<file path="src/rtl/pat_pkg.sv">
// rtl/pat_pkg.sv - shared constants, state enum and length clamp for the pattern store and sequencer
package pat_pkg;

    localparam int BUFSIZE = 27;
    localparam int NOBUFS  = 8;
    localparam int SELW    = $clog2(NOBUFS);
    localparam int ADDRW   = 5;
    localparam int DIVW    = 8;

    typedef enum logic [2:0] {
        IDLE,
        FETCH,
        CAPT,
        PRESENT,
        GAP,
        DONE
    } seq_state_t;

    function automatic logic [ADDRW-1:0] clamp_len(input logic [ADDRW-1:0] l);
        return (l > ADDRW'(BUFSIZE)) ? ADDRW'(BUFSIZE) : l;
    endfunction

endpackage

</file>
<file path="src/rtl/pattern_sequencer_if.sv">
// rtl/pattern_sequencer_if.sv - store read port plus pattern byte stream between sequencer and neighbours
interface pattern_sequencer_if;
    import pat_pkg::*;

    logic             rd_en;
    logic [SELW-1:0]  rd_buf;
    logic [ADDRW-1:0] rd_addr;
    logic [7:0]       rd_data;
    logic [7:0]       pat_data;
    logic             pat_valid;
    logic             pat_ready;

    modport master (
        output rd_en, rd_buf, rd_addr, pat_data, pat_valid,
        input  rd_data, pat_ready
    );

    modport slave (
        input  rd_en, rd_buf, rd_addr, pat_data, pat_valid,
        output rd_data, pat_ready
    );

endinterface

</file>
<file path="src/rtl/pattern_gap_timer.sv">
// rtl/pattern_gap_timer.sv - loadable down-counter timing the idle gap after each accepted byte
module pattern_gap_timer
    import pat_pkg::*;
(
    input  logic            clk,
    input  logic            rst,
    input  logic            load,
    input  logic [DIVW-1:0] load_val,
    input  logic            en,
    output logic            expired
);

    logic [DIVW-1:0] cnt_q, cnt_d;

    always_comb begin
        cnt_d = cnt_q;
        if (load) begin
            cnt_d = load_val;
        end else if (en && (cnt_q != '0)) begin
            cnt_d = cnt_q - DIVW'(1);
        end
    end

    // Expires in the last counted cycle so the gap lasts exactly load_val cycles.
    assign expired = (cnt_q <= DIVW'(1));

    always_ff @(posedge clk) begin
        if (rst) begin
            cnt_q <= '0;
        end else begin
            cnt_q <= cnt_d;
        end
    end

endmodule

</file>
<file path="src/rtl/pattern_sequencer.sv">
// rtl/pattern_sequencer.sv - plays one pattern buffer onto a valid/ready byte stream; PATSEQ_LOOP_EN adds repeat passes
module pattern_sequencer
    import pat_pkg::*;
(
    input  logic             clk,
    input  logic             rst,
    input  logic             start,
    input  logic             abort,
    input  logic [SELW-1:0]  buf_sel,
    input  logic [ADDRW-1:0] len,
    input  logic [DIVW-1:0]  div,
`ifdef PATSEQ_LOOP_EN
    input  logic [7:0]       loop_cnt,
`endif
    output logic             busy,
    output logic             done,
    pattern_sequencer_if.master bus
);

    seq_state_t       state_q, state_d;
    logic [SELW-1:0]  sel_q, sel_d;
    logic [ADDRW-1:0] len_q, len_d;
    logic [DIVW-1:0]  div_q, div_d;
    logic [ADDRW-1:0] addr_q, addr_d;
    logic [7:0]       data_q, data_d;
    logic             tmr_load, tmr_en, tmr_expired;
    logic             last_pass;

`ifdef PATSEQ_LOOP_EN
    logic [7:0] pass_q, pass_d;
    assign last_pass = (pass_q == 8'd0);
`else
    assign last_pass = 1'b1;
`endif

    pattern_gap_timer u_gap_timer (
        .clk      (clk),
        .rst      (rst),
        .load     (tmr_load),
        .load_val (div_q),
        .en       (tmr_en),
        .expired  (tmr_expired)
    );

    always_comb begin
        state_d  = state_q;
        sel_d    = sel_q;
        len_d    = len_q;
        div_d    = div_q;
        addr_d   = addr_q;
        data_d   = data_q;
        tmr_load = 1'b0;
        tmr_en   = 1'b0;
`ifdef PATSEQ_LOOP_EN
        pass_d   = pass_q;
`endif
        if (abort) begin
            state_d = IDLE;
        end else begin
            case (state_q)
                IDLE: begin
                    if (start) begin
                        sel_d  = buf_sel;
                        len_d  = clamp_len(len);
                        div_d  = div;
                        addr_d = '0;
`ifdef PATSEQ_LOOP_EN
                        pass_d = loop_cnt;
`endif
                        // An empty request spends one cycle in GAP so done lands where a fetch would have.
                        state_d = (len == '0) ? GAP : FETCH;
                    end
                end
                FETCH: state_d = CAPT;
                CAPT: begin
                    data_d  = bus.rd_data;
                    state_d = PRESENT;
                end
                PRESENT: begin
                    if (bus.pat_ready) begin
                        if (addr_q == len_q - ADDRW'(1)) begin
                            addr_d = '0;
                        end else begin
                            addr_d = addr_q + ADDRW'(1);
                        end
                        if ((addr_q == len_q - ADDRW'(1)) && last_pass) begin
                            state_d = DONE;
                        end else begin
`ifdef PATSEQ_LOOP_EN
                            if (addr_q == len_q - ADDRW'(1)) begin
                                pass_d = pass_q - 8'd1;
                            end
`endif
                            tmr_load = 1'b1;
                            state_d  = (div_q == '0) ? FETCH : GAP;
                        end
                    end
                end
                GAP: begin
                    tmr_en = 1'b1;
                    if (len_q == '0) begin
                        state_d = DONE;
                    end else if (tmr_expired) begin
                        state_d = FETCH;
                    end
                end
                DONE:    state_d = IDLE;
                default: state_d = IDLE;
            endcase
        end
    end

    assign bus.rd_en     = (state_q == FETCH);
    assign bus.rd_buf    = sel_q;
    assign bus.rd_addr   = addr_q;
    assign bus.pat_data  = data_q;
    assign bus.pat_valid = (state_q == PRESENT);
    assign busy          = (state_q != IDLE);
    assign done          = (state_q == DONE);

    always_ff @(posedge clk) begin
        if (rst) begin
            state_q <= IDLE;
            sel_q   <= '0;
            len_q   <= '0;
            div_q   <= '0;
            addr_q  <= '0;
            data_q  <= '0;
`ifdef PATSEQ_LOOP_EN
            pass_q  <= '0;
`endif
        end else begin
            state_q <= state_d;
            sel_q   <= sel_d;
            len_q   <= len_d;
            div_q   <= div_d;
            addr_q  <= addr_d;
            data_q  <= data_d;
`ifdef PATSEQ_LOOP_EN
            pass_q  <= pass_d;
`endif
        end
    end

endmodule

</file>
<file path="src/flat_wrapper.sv">
// flat-port wrapper written by rule: the top's interface ports become plain ports
module pattern_sequencer_flat import pat_pkg::*;
  (clk, rst, start, abort, buf_sel, len, div, busy, done, bus_rd_en, bus_rd_buf, bus_rd_addr, bus_pat_data, bus_pat_valid, bus_rd_data, bus_pat_ready);
  pattern_sequencer_if bus_i ();
  input  logic clk;
  input  logic rst;
  input  logic start;
  input  logic abort;
  input  logic [SELW-1:0] buf_sel;
  input  logic [ADDRW-1:0] len;
  input  logic [DIVW-1:0] div;
  output logic busy;
  output logic done;
  output wire logic [$bits(bus_i.rd_en)-1:0] bus_rd_en;
  output wire logic [$bits(bus_i.rd_buf)-1:0] bus_rd_buf;
  output wire logic [$bits(bus_i.rd_addr)-1:0] bus_rd_addr;
  output wire logic [$bits(bus_i.pat_data)-1:0] bus_pat_data;
  output wire logic [$bits(bus_i.pat_valid)-1:0] bus_pat_valid;
  input wire logic [$bits(bus_i.rd_data)-1:0] bus_rd_data;
  input wire logic [$bits(bus_i.pat_ready)-1:0] bus_pat_ready;
  assign bus_rd_en = bus_i.rd_en;
  assign bus_rd_buf = bus_i.rd_buf;
  assign bus_rd_addr = bus_i.rd_addr;
  assign bus_pat_data = bus_i.pat_data;
  assign bus_pat_valid = bus_i.pat_valid;
  assign bus_i.rd_data = bus_rd_data;
  assign bus_i.pat_ready = bus_pat_ready;
  pattern_sequencer u_core (.clk(clk), .rst(rst), .start(start), .abort(abort), .buf_sel(buf_sel), .len(len), .div(div), .busy(busy), .done(done), .bus(bus_i));
endmodule
</file>
<file path="config.mk">
export PLATFORM = sky130hd
export DESIGN_NAME = pattern_sequencer_flat
export DESIGN_NICKNAME = d
export VERILOG_FILES = /design/src/rtl/pat_pkg.sv /design/src/rtl/pattern_sequencer_if.sv /design/src/rtl/pattern_gap_timer.sv /design/src/rtl/pattern_sequencer.sv /design/src/flat_wrapper.sv
export SDC_FILE = /design/constraint.sdc
export NUM_CORES = 1
export LEC_CHECK = 0
export BUFFER_PORTS_ARGS = -buffer_cell sky130_fd_sc_hd__buf_2
export CORE_MARGIN = 1
export CORE_UTILIZATION = 45
export CTS_CLUSTER_SIZE = 10
export DETAILED_ROUTE_END_ITERATION = 10
export HOLD_SLACK_MARGIN = 0.02
export PLACE_DENSITY = 0.69
export SLEW_MARGIN = 0
export SYNTH_ARGS = -nofsm -noshare
export SYNTH_HDL_FRONTEND = slang
export SYNTH_HIERARCHICAL = 1
export SYNTH_SLANG_ARGS = --single-unit
export TNS_END_PERCENT = 100
</file>
<file path="constraint.sdc">
create_clock -name clk -period 2.25 [get_ports clk]
set_input_delay 0.1125 -clock clk [delete_from_list [all_inputs] [get_ports clk]]
set_output_delay 0.1125 -clock clk [all_outputs]
set_load 0.05 [all_outputs]
</file>
==> impl_metrics.ini, run 1 <==
[floorplan]
fp.dieArea_um2 = 4823
die_h_um = 69.45
die_x_um = 69.45
io_pins = 49
core_um2 = 4354
start_util = 0.4701
num_rows = 24

[yosys]
postSynthAreaPerCell_um2 = 8.091
yosys.area.top_type = dfxtp_1
synth_area_um2 = 2047
synth-async-reset-ratio = 0
synthFlopType = dfxtp_1
synth_edf_count = 0
yosysMostFrequentCell = nand2_1
syn_nets = 287
syn_inst = 253
ys_seq_area_frac = 0.3912
yosysUniqueCellTypes = 47
synth_top_area_share = 0.3912
yosys_warnings = 6
yosys-top-cells-count = nand2_1 (53), dfxtp_1 (40), a21oi_1 (25), nor2_1 (21)
ys_top_cells_by_area = dfxtp_1 (39%), nand2_1 (9.7%), a21oi_1 (6.1%)
synth_seq_cells = 40

[global_routing]
gr-usage-met2 = 0.3193
first_global_vias = 1763
grt_max_degree = 45
busiest_layer = met2
antenna_found_initial = 0
grt_use_met3 = 0.05523
grt.total_usage = 0.2019
grt_first_pass_wirelength_um = 7879
overflow = 0
grt_util_met1 = 0.2700

[hold_path]
hold_depth = 3
hp-class = primary input to register

[placement]
hpwl_um = 3350
io_buffers = 48
postPlaceCellArea_um2 = 2367
gp_congestion = 0.8467

[layout]
area_growth_pct = 21.82
final_nets = 339
drive_gt1_frac = 0.2386
final_area_um2 = 2494
diodes = 0

[setup_path]
rr_worst_depth = 8
r2r_end = u_core/state_q[2]
crit_end = u_core/state_q[2]
reg2reg_from = u_core/len_q[0]
path_max_fanout = 5
critPathArrivalTime_ns = 2.12
required_ns = 2.44
setup.worst_path.start_class = register
cp-end-kind = register
crit_start = u_core/len_q[0]
path_class = register to register
rrSetupSlack_ns = 0.32

[route]
drc = 0
ant_nets = 0
vias_per_cell = 5.483
wl_um = 4642
num_vias = 1963
firstDrtPassIters = 4
drt_iter0_markers = 213
avgRoutedWirePerCell_um = 12.97

[timing]
finalWorstPathRequiredPeriod_ns = 1.930
final_hold_viol_count = 0
finalSetupViolCount = 0
worst_slew_pin_slew_ns = 0.8189
slew_headroom = 0.4541
rsz0062_at_grt = false
period_share = 0.8578
finalSetupTns_ns = 0
clock.fmax_ghz = 0.5181
skew_ns = 0.003669
final_max_slew_viol_count = 0

[pwr]
ir_drop_v = 0.0004671
powerDensity_nw_per_um2 = 627.6
p_leak_nw = 1.016

[clocking]
clkSlewWorstSetupHoldPaths_ns = 0.08
cts_buffers = 5
cts_root_buffer = clkbuf_8
cts_hold_buffers = 0
htreeDepth = 2
clock_latency_ns = 0.29
clock_sinks = 40
cts_tree = built
cts_buffer_depth = 2

[outcome]
status = completed

[run]
drv_cap = 0
==> report_power, final <==
part / internal [mW] / leakage (nW) / switching [mW]
registers: 0.726 / 0.324 / 0.0141
clock network: 0.391 / 0.0645 / 0.248
logic: 0.0686 / 0.627 / 0.117
total: 1.19 / 1.02 / 0.379
==> cell type report <==
class | instances | area (um^2)
fillers | 400 | 1861
multi-input cells | 193 | 1164
flip-flops and latches | 40 | 800.8
repair buffers | 57 | 307.8
clock buffers | 7 | 96.34
well taps | 52 | 65.06
clock inverters | 1 | 30.03
inverters | 8 | 30.03
==> state kept, by name (all words and copies together) (netlist names) <==
register and cells:
u_core/bus.pat_data 8, u_core/bus.rd_addr 5, u_core/state_q 3, u_core/div_q 8, u_core/bus.rd_buf 3, u_core/u_gap_timer/cnt_q 8, u_core/len_q 5
==> layout by cell type (no fill, tap or decap), drive strengths merged, types with 7 or more instances in the layout <==
cell type and n:
nor3 9, nand2 53, buf 57, clkbuf 7, a211oi 9, inv 8
nand3 7, a21oi 25, xnor2 9, dfxtp 40, nor2 21
==> cell families (layout without fill, tap and decap cells) <==
kind of cell,count (synthesis),after routing,synth area share
multiplexers,1,1,0.004890
AO/OA/AOI/OAI,57,57,0.1907
flip-flops,40,40,0.3912
buffers and inverters,20,73,0.04034
XOR/XNOR,12,12,0.05807
adder cells (fa/ha/maj),5,5,0.03056
AND/OR/NAND/NOR,118,118,0.2842
==> how the worst min path moves through the flow <==
stage | from | endpoint
after floorplan | div[2] | u_core/div_q[2]
after global placement | bus_rd_data[7] | u_core/bus.pat_data[7]
after detailed placement | bus_rd_data[5] | u_core/bus.pat_data[5]
after CTS | bus_rd_data[5] | u_core/bus.pat_data[5]
after global routing | bus_rd_data[0] | u_core/bus.pat_data[0]
final | div[1] | u_core/div_q[1]
==> timing repair <==
action / CTS / global route
setup buffers: 0 / 0
gates resized for setup: 0 / 1
setup endpoints to repair: 0 / 1
==> routing by layer <==
layer | part of all wire | wire [um]
met1 | 0.47 | 2192
met2 | 0.46 | 2134
met3 | 0.059 | 275
met4 | 0.0086 | 40
met5 | 0 | 0
==> worst max-delay path: stages (launching register included) <==
cell and delay (ns):
dfxtp_1 0.38, inv_1 0.08, ha_1 0.22, nor3b_2 0.17
xnor2_1 0.16, nor3_4 0.18, buf_4 0.17, o31ai_1 0.09
a2111oi_2 0.37
==> metrics by stage <==
| stage | util | worst slack (ns) | power [mW] | cells | hold slack (ns) |
|---|---|---|---|---|---|
| detailed placement | 0.5437 | 0.2119 | 0.9415 | 350 | 0.3581 |
| global route | 0.5727 | 0.1379 | 1.626 | 358 | 0.04614 |
| finish | 0.5727 | 0.3200 | 1.565 | 358 | 0.04983 |
| floorplan | - | 0.03973 | 0.8814 | 253 | 0.2485 |
| global placement | 0.5437 | 0.3269 | 0.9381 | 350 | 0.3526 |
| CTS | 0.5727 | 0.2064 | 1.583 | 358 | 0.04072 |
No activity file was read; power rests on OpenSTA's default activity.
==> run 2, diff against run 1 <==
--- a/config.mk
+++ b/config.mk
@@ -5,13 +5,14 @@
 export SDC_FILE = /design/constraint.sdc
 export NUM_CORES = 1
 export LEC_CHECK = 0
+export ABC_AREA = 1
 export BUFFER_PORTS_ARGS = -buffer_cell sky130_fd_sc_hd__buf_2
 export CORE_MARGIN = 1
 export CORE_UTILIZATION = 45
 export CTS_CLUSTER_SIZE = 10
 export DETAILED_ROUTE_END_ITERATION = 10
 export HOLD_SLACK_MARGIN = 0.02
-export PLACE_DENSITY = 0.69
+export PLACE_DENSITY = 0.68
 export SLEW_MARGIN = 0
 export SYNTH_ARGS = -nofsm -noshare
 export SYNTH_HDL_FRONTEND = slang
==> run 2 against run 1 <==
Effect of this change: the run now ends with DRC left; clock skew increased by 0.0016 ns; synthesized cell count rose by 29%; clock power down 7.7%; wire length grew 5.5%.
==> impl_metrics.ini, run 2 <==
[layout]
multi_input_area_um2 = 1142
layout_common_cells = nor2_1 (59), nand2_1 (59), buf_2 (48)
final_area_um2 = 2561
diodes = 0
area_growth_pct = 18.87
final_nets = 411
drive_gt1_frac = 0.2037
fillers = 432
seqCellArea_um2 = 802.0

[yosys]
synthFlopType = dfxtp_1
synth-async-reset-ratio = 0
ys_seq_area_frac = 0.3717
synth_top_family_by_area = simple AND/OR/NAND/NOR gates
postSynthAreaPerCell_um2 = 6.609
synth_xor_area_frac = 0.02033
synth_area_um2 = 2155
syn_nets = 360
yosys.area.top_type = dfxtp_1
yosysUniqueCellTypes = 32
synthMuxAreaShare = 0
ys_top_cells_by_area = dfxtp_1 (37%), nand2_1 (10%), nor2_1 (10%)
synth-compound-area-share = 0.1562
synth-simple-area-share = 0.3246
synth_seq_cells = 40
yosys-top-cells-count = nand2_1 (59), nor2_1 (59), inv_1 (43), dfxtp_1 (40), o21ai_0 (31)
yosys_warnings = 6
synth_fa_ha_area_frac = 0.02904
synth_top_area_share = 0.3717
syn_inst = 326
synth_edf_count = 0

[timing]
final_hold_viol_count = 0
skew_ns = 0.005285
finalWorstPathRequiredPeriod_ns = 2.007
setup_ws_ns = 0.2428
final_max_slew_viol_count = 0
worst_slew_pin_slew_ns = 0.6144
slew_headroom = 0.5899
timing.hold.ws_ns = 0.04114
rsz0062_at_grt = false
clock.fmax_ghz = 0.4982
finalSetupViolCount = 0
finalSetupTns_ns = 0
period_share = 0.8921

[placement]
hpwl_um = 3730
postPlaceCellArea_um2 = 2444
io_buffers = 48
gp_congestion = 0.8614
place_ws_ns = 0.1437

[clocking]
cts_hold_buffers = 0
cts_buffers = 5
clock_latency_ns = 0.29
postCtsSetupBuffers = 0
cts_tree = built
htreeDepth = 2
clkSlewWorstSetupHoldPaths_ns = 0.08
cts_buffer_depth = 2
clock_sinks = 40
cts_root_buffer = clkbuf_8

[setup_path]
path_delay_family = simple AND/OR/NAND/NOR gates
crit_start = u_core/len_q[0]
crit_slowest_cell = dfxtp_2
path_buf_inv = 3
required_ns = 2.47
cpPeakStageDelay_ns = 0.35
path_cells = inv_1 > ha_1 > inv_1 > nand2_1 > nand3_1 > nand2_1 > nor2_1 > nand3_2 > and3_1 > buf_4 > a21oi_4 > nand2_1 > a21oi_1
setup.worst_path.start_class = register
cp-end-kind = register
rrSetupSlack_ns = 0.24
path_max_fanout = 11
path_class = register to register
reg2reg_from = u_core/len_q[0]
critPathArrivalTime_ns = 2.23
crit_top_cell = nand2_1

[route]
avgRoutedWirePerCell_um = 11.39
ant_nets = 0
firstDrtPassIters = 7
drc = 1
num_vias = 2108
wl_um = 4898
vias_per_cell = 4.902
drt_iter0_markers = 88

[outcome]
failed_checks = DRC
status = complete, but fails checks

[global_routing]
grt_max_degree = 26
overflow = 0
first_global_vias = 1868
grt_first_pass_wirelength_um = 8328
antenna_found_initial = 0
grt.total_usage = 0.2070

[hold_path]
hold_start = bus_rd_data[2]
hp-class = primary input to register

[pwr]
powerDensity_nw_per_um2 = 610.5
p_leak_nw = 1.232
ir_drop_v = 0.0004747

[floorplan]
die_x_um = 71.20
core_um2 = 4474
io_pins = 49
fp.dieArea_um2 = 5069
num_rows = 24
die_h_um = 71.20
start_util = 0.4815

[run]
drv_cap = 0
==> run 2: worst paths after layout <==
| kind | endpoint | cells past startpoint |
|---|---|---|
| worst max-delay path | u_core/u_gap_timer/cnt_q[0] | 13 |
| worst min-delay path | u_core/bus.pat_data[2] | 3 |
| worst max register to register | u_core/u_gap_timer/cnt_q[0] | 13 |
| worst min register to register | u_core/u_gap_timer/cnt_q[1] | 2 |
==> run 2: layout make-up <==
class / instances / share of cell area
well taps: 52 / 0.02540
clock buffers: 5 / 0.02687
repair buffers: 51 / 0.1026
clock inverters: 3 / 0.01856
flip-flops and latches: 40 / 0.3131
inverters: 46 / 0.06742
multi-input cells: 233 / 0.4460
==> run 2: logic make-up after synthesis <==
logic type	count (synthesis)
compound gates	61
fa+ha+maj	5
flops	40
buf+inv	53
xor+xnor	5
simple gates	162
==> run 2: per-stage QoR <==
step	util	instances	power [mW]
floorplan	-	326	0.9209
global placement	0.5461	422	0.9841
detailed placement	0.5461	422	0.9877
CTS	0.5721	430	1.581
global route	0.5724	430	1.651
finish	0.5724	430	1.564
==> run 2: worst register-to-register path, stage by stage (launching register included) <==
cell	delay, ns
dfxtp_2	0.35
inv_1	0.05
ha_1	0.25
inv_1	0.10
nand2_1	0.05
nand3_1	0.08
nand2_1	0.05
nor2_1	0.13
nand3_2	0.11
and3_1	0.18
buf_4	0.19
a21oi_4	0.20
nand2_1	0.07
a21oi_1	0.13
==> run 2: report_power, final <==
| group | switching (mW) | leakage (nW) | internal, mW |
|---|---|---|---|
| Sequential | 0.0182 | 0.326 | 0.734 |
| Combinational | 0.145 | 0.848 | 0.0752 |
| Clock | 0.257 | 0.0583 | 0.334 |
| Total | 0.420 | 1.23 | 1.14 |
==> run 2: per-layer routing <==
metal / track usage / share of wire
met1: 0.2951 / 0.53
met4: 0.06667 / 0.0084
met2: 0.3132 / 0.42
met3: 0.04131 / 0.043
met5: 0 / 0
==> run 2: repair_timing <==
item	4_1_cts	5_1_grt
setup endpoints to repair	0	8
endpoints found under the hold margin	0	0
gates resized for setup	0	2
==> run 3, diff against run 2 <==
--- a/config.mk
+++ b/config.mk
@@ -12,10 +12,9 @@
 export CTS_CLUSTER_SIZE = 10
 export DETAILED_ROUTE_END_ITERATION = 10
 export HOLD_SLACK_MARGIN = 0.02
-export PLACE_DENSITY = 0.68
+export PLACE_DENSITY = 0.69
 export SLEW_MARGIN = 0
 export SYNTH_ARGS = -nofsm -noshare
 export SYNTH_HDL_FRONTEND = slang
-export SYNTH_HIERARCHICAL = 1
 export SYNTH_SLANG_ARGS = --single-unit
 export TNS_END_PERCENT = 100
==> run 3 against run 2 <==
Effect of this change: the flow now finishes without violations; critical path depth shrank 1; flip-flop and latch count unchanged; clock power decreased by 2%; utilization fell by 1.0 points; wire length fell by 4.0%; cell count decreased by 7.4%; global-route usage fell by 0.14 points; maximum frequency rose by 16%; via count shrank 2.7%; die area fell by 2.8%.
==> impl_metrics.ini, run 3 <==
[layout]
diodes = 0
drive_gt1_frac = 0.2168
layout_common_cells = nand2_1 (56), buf_2 (48), dfxtp_1 (40)
final-instance-count-excl-fill = 398
area_growth_pct = 18.53
final_nets = 379
layout_commonest_cell = nand2_1
fillers = 437

[yosys]
synthFlopType = dfxtp_1
yosys_warnings = 0
synth_area_um2 = 2093
ys_top_cells_by_area = dfxtp_1 (38%), nand2_1 (10%), nand3_1 (7.4%)
syn_inst = 296
yosysMostFrequentCell = nand2_1
yosys.area.top_type = dfxtp_1
synth-async-reset-ratio = 0
postSynthAreaPerCell_um2 = 7.072
ys_seq_area_frac = 0.3825
synth_edf_count = 0
synth_seq_cells = 40
yosys-top-cells-count = nand2_1 (56), dfxtp_1 (40), inv_1 (33), nand3_1 (31), nor2_1 (29)
yosysUniqueCellTypes = 31
synth_top_area_share = 0.3825
syn_nets = 330

[pwr]
p_sw_frac = 0.2670
combPwrFrac = 0.138
clkPwrFrac = 0.377
p_leak_nw = 1.072
p_int_mw = 1.133
seq_power_share = 0.485
switchingPower_uw = 412.6
ir_drop_v = 0.0003328
powerDensity_nw_per_um2 = 622.8

[global_routing]
grt_max_degree = 23
busiest_layer = met2
grt_first_pass_wirelength_um = 7997
overflow = 0
grt.total_usage = 0.2056
antenna_found_initial = 0
grt_use_met3 = 0.04040
grt_util_met1 = 0.2736
gr-usage-met2 = 0.3344
first_global_vias = 1785

[setup_path]
crit_slowest_cell = dfxtp_1
path_cells = inv_2 > ha_1 > inv_1 > nand2_1 > nand2_1 > nor2_2 > nand2_2 > nor2_4 > nand3_4 > nand2_4 > nand3_1 > a31oi_1
path_max_fanout = 14
path_class = register to register
path_delay_family = simple AND/OR/NAND/NOR gates
path_buf_inv = 2
setup.worst_path.start_class = register
crit_top_cell = nand2_1
critPathArrivalTime_ns = 1.94
required_ns = 2.47
cp-end-kind = register
cpPeakStageDelay_ns = 0.37

[route]
wl_um = 4703
drt_iter0_markers = 149
num_vias = 2051
avgRoutedWirePerCell_um = 11.82
vias_per_cell = 5.153
ant_nets = 0
drc = 0
firstDrtPassIters = 4

[timing]
finalWorstPathRequiredPeriod_ns = 1.727
final_max_slew_viol_count = 0
skew_ns = 0.004867
timing.hold.ws_ns = 0.06717
final_hold_viol_count = 0
finalSetupTns_ns = 0
clock.fmax_ghz = 0.5790
worst_slew_pin_slew_ns = 0.4751
rsz0062_at_grt = false
period_share = 0.7676
finalSetupViolCount = 0
slew_headroom = 0.6829

[floorplan]
core_um2 = 4414
die_h_um = 70.21
io_pins = 49
num_rows = 24
die_x_um = 70.21
fp.dieArea_um2 = 4929
start_util = 0.4742

[clocking]
clock_sinks = 40
cts_tree = built
cts_buffer_depth = 2
postCtsSetupBuffers = 0
clkSlewWorstSetupHoldPaths_ns = 0.08
cts_resized = 0
clock_latency_ns = 0.29
cts_root_buffer = clkbuf_8
cts_buffers = 5
cts_hold_buffers = 0
htreeDepth = 2

[placement]
gp_congestion = 0.8792
hpwl_um = 3511
dp.cells = 390
io_buffers = 48

[outcome]
status = completed

[run]
drv_cap = 0

[hold_path]
hp-class = primary input to register
run 3: cell types whose count changed after synthesis, sizes merged, moves of 3 or more:
cell / change
inv: -7
xor2: +4
nand3: +6
a21oi: +5
nor2: -29
nand2: -4
o21ai: -14
o22ai: +3
a31oi: +4
run 3: path summary, 6_finish.rpt:
check | from | endpoint | slack [ns] | depth (start not counted)
min | div[7] | u_core.div_q[7] | 0.07 | 3
max reg2reg | u_core.len_q[0] | u_core.u_gap_timer.cnt_q[5] | 0.52 | 12
min reg2reg | u_core.bus.pat_data[3] | u_core.bus.pat_data[3] | 0.46 | 2
max | u_core.len_q[0] | u_core.u_gap_timer.cnt_q[5] | 0.52 | 12
run 3: layout make-up:
class                   instances  area [um^2]  area share
multi-input cells             209         1102      0.4443
flip-flops and latches         40        800.8      0.3227
repair buffers                 50        255.2      0.1029
inverters                      39        146.4     0.05900
clock buffers                   5        68.82     0.02774
well taps                      52        65.06     0.02622
clock inverters                 3        42.54     0.01715
run 3: kinds of logic (layout without fill, tap and decap cells):
| family | count (synthesis) | count (layout) | share of synthesized area |
|---|---|---|---|
| AOI/OAI and AO/OA | 58 | 58 | 0.1494 |
| xor gates and xnor gates | 11 | 11 | 0.04603 |
| adders and majority gates | 5 | 5 | 0.02989 |
| buffers and inverters | 47 | 97 | 0.09085 |
| DFF | 40 | 40 | 0.3825 |
| and+or+nand+nor | 135 | 135 | 0.3013 |
run 3: per-layer routing:
layer	vias up	share of wire	routed length, um
li1	1068	-	-
met1	918	0.48	2247
met2	58	0.46	2168
met3	7	0.047	222
met4	0	0.014	65
met5	-	0	0
run 3: worst reg2reg max path: cells and delay by family (launching register included):
kind            cells  cell delay (ns)
compound gates      1             0.15
simple gates        8             0.76
flops               1             0.37
fa+ha+maj           1             0.29
buf+inv             2             0.10
run 3: stage by stage:
step	setup WS (ns)	util	power [mW]	area (um^2)
after floorplan	0.5522	-	0.9166	2093
after global placement	0.5735	0.5368	0.9768	2370
after detailed placement	0.5397	0.5368	0.9802	2370
after CTS	0.5100	0.5621	1.563	2481
after global routing	0.3581	0.5621	1.619	2481
final	0.5229	0.5621	1.545	2481
run 3: power groups by stage:
stage / sequential (mW) / clock [mW] / combinational, mW
2_1_floorplan: 0.781 / 0 / 0.136
3_3_place_gp: 0.765 / 0 / 0.212
3_5_place_dp: 0.766 / 0 / 0.214
4_1_cts: 0.750 / 0.598 / 0.215
5_1_grt: 0.752 / 0.626 / 0.240
6_report: 0.749 / 0.582 / 0.214
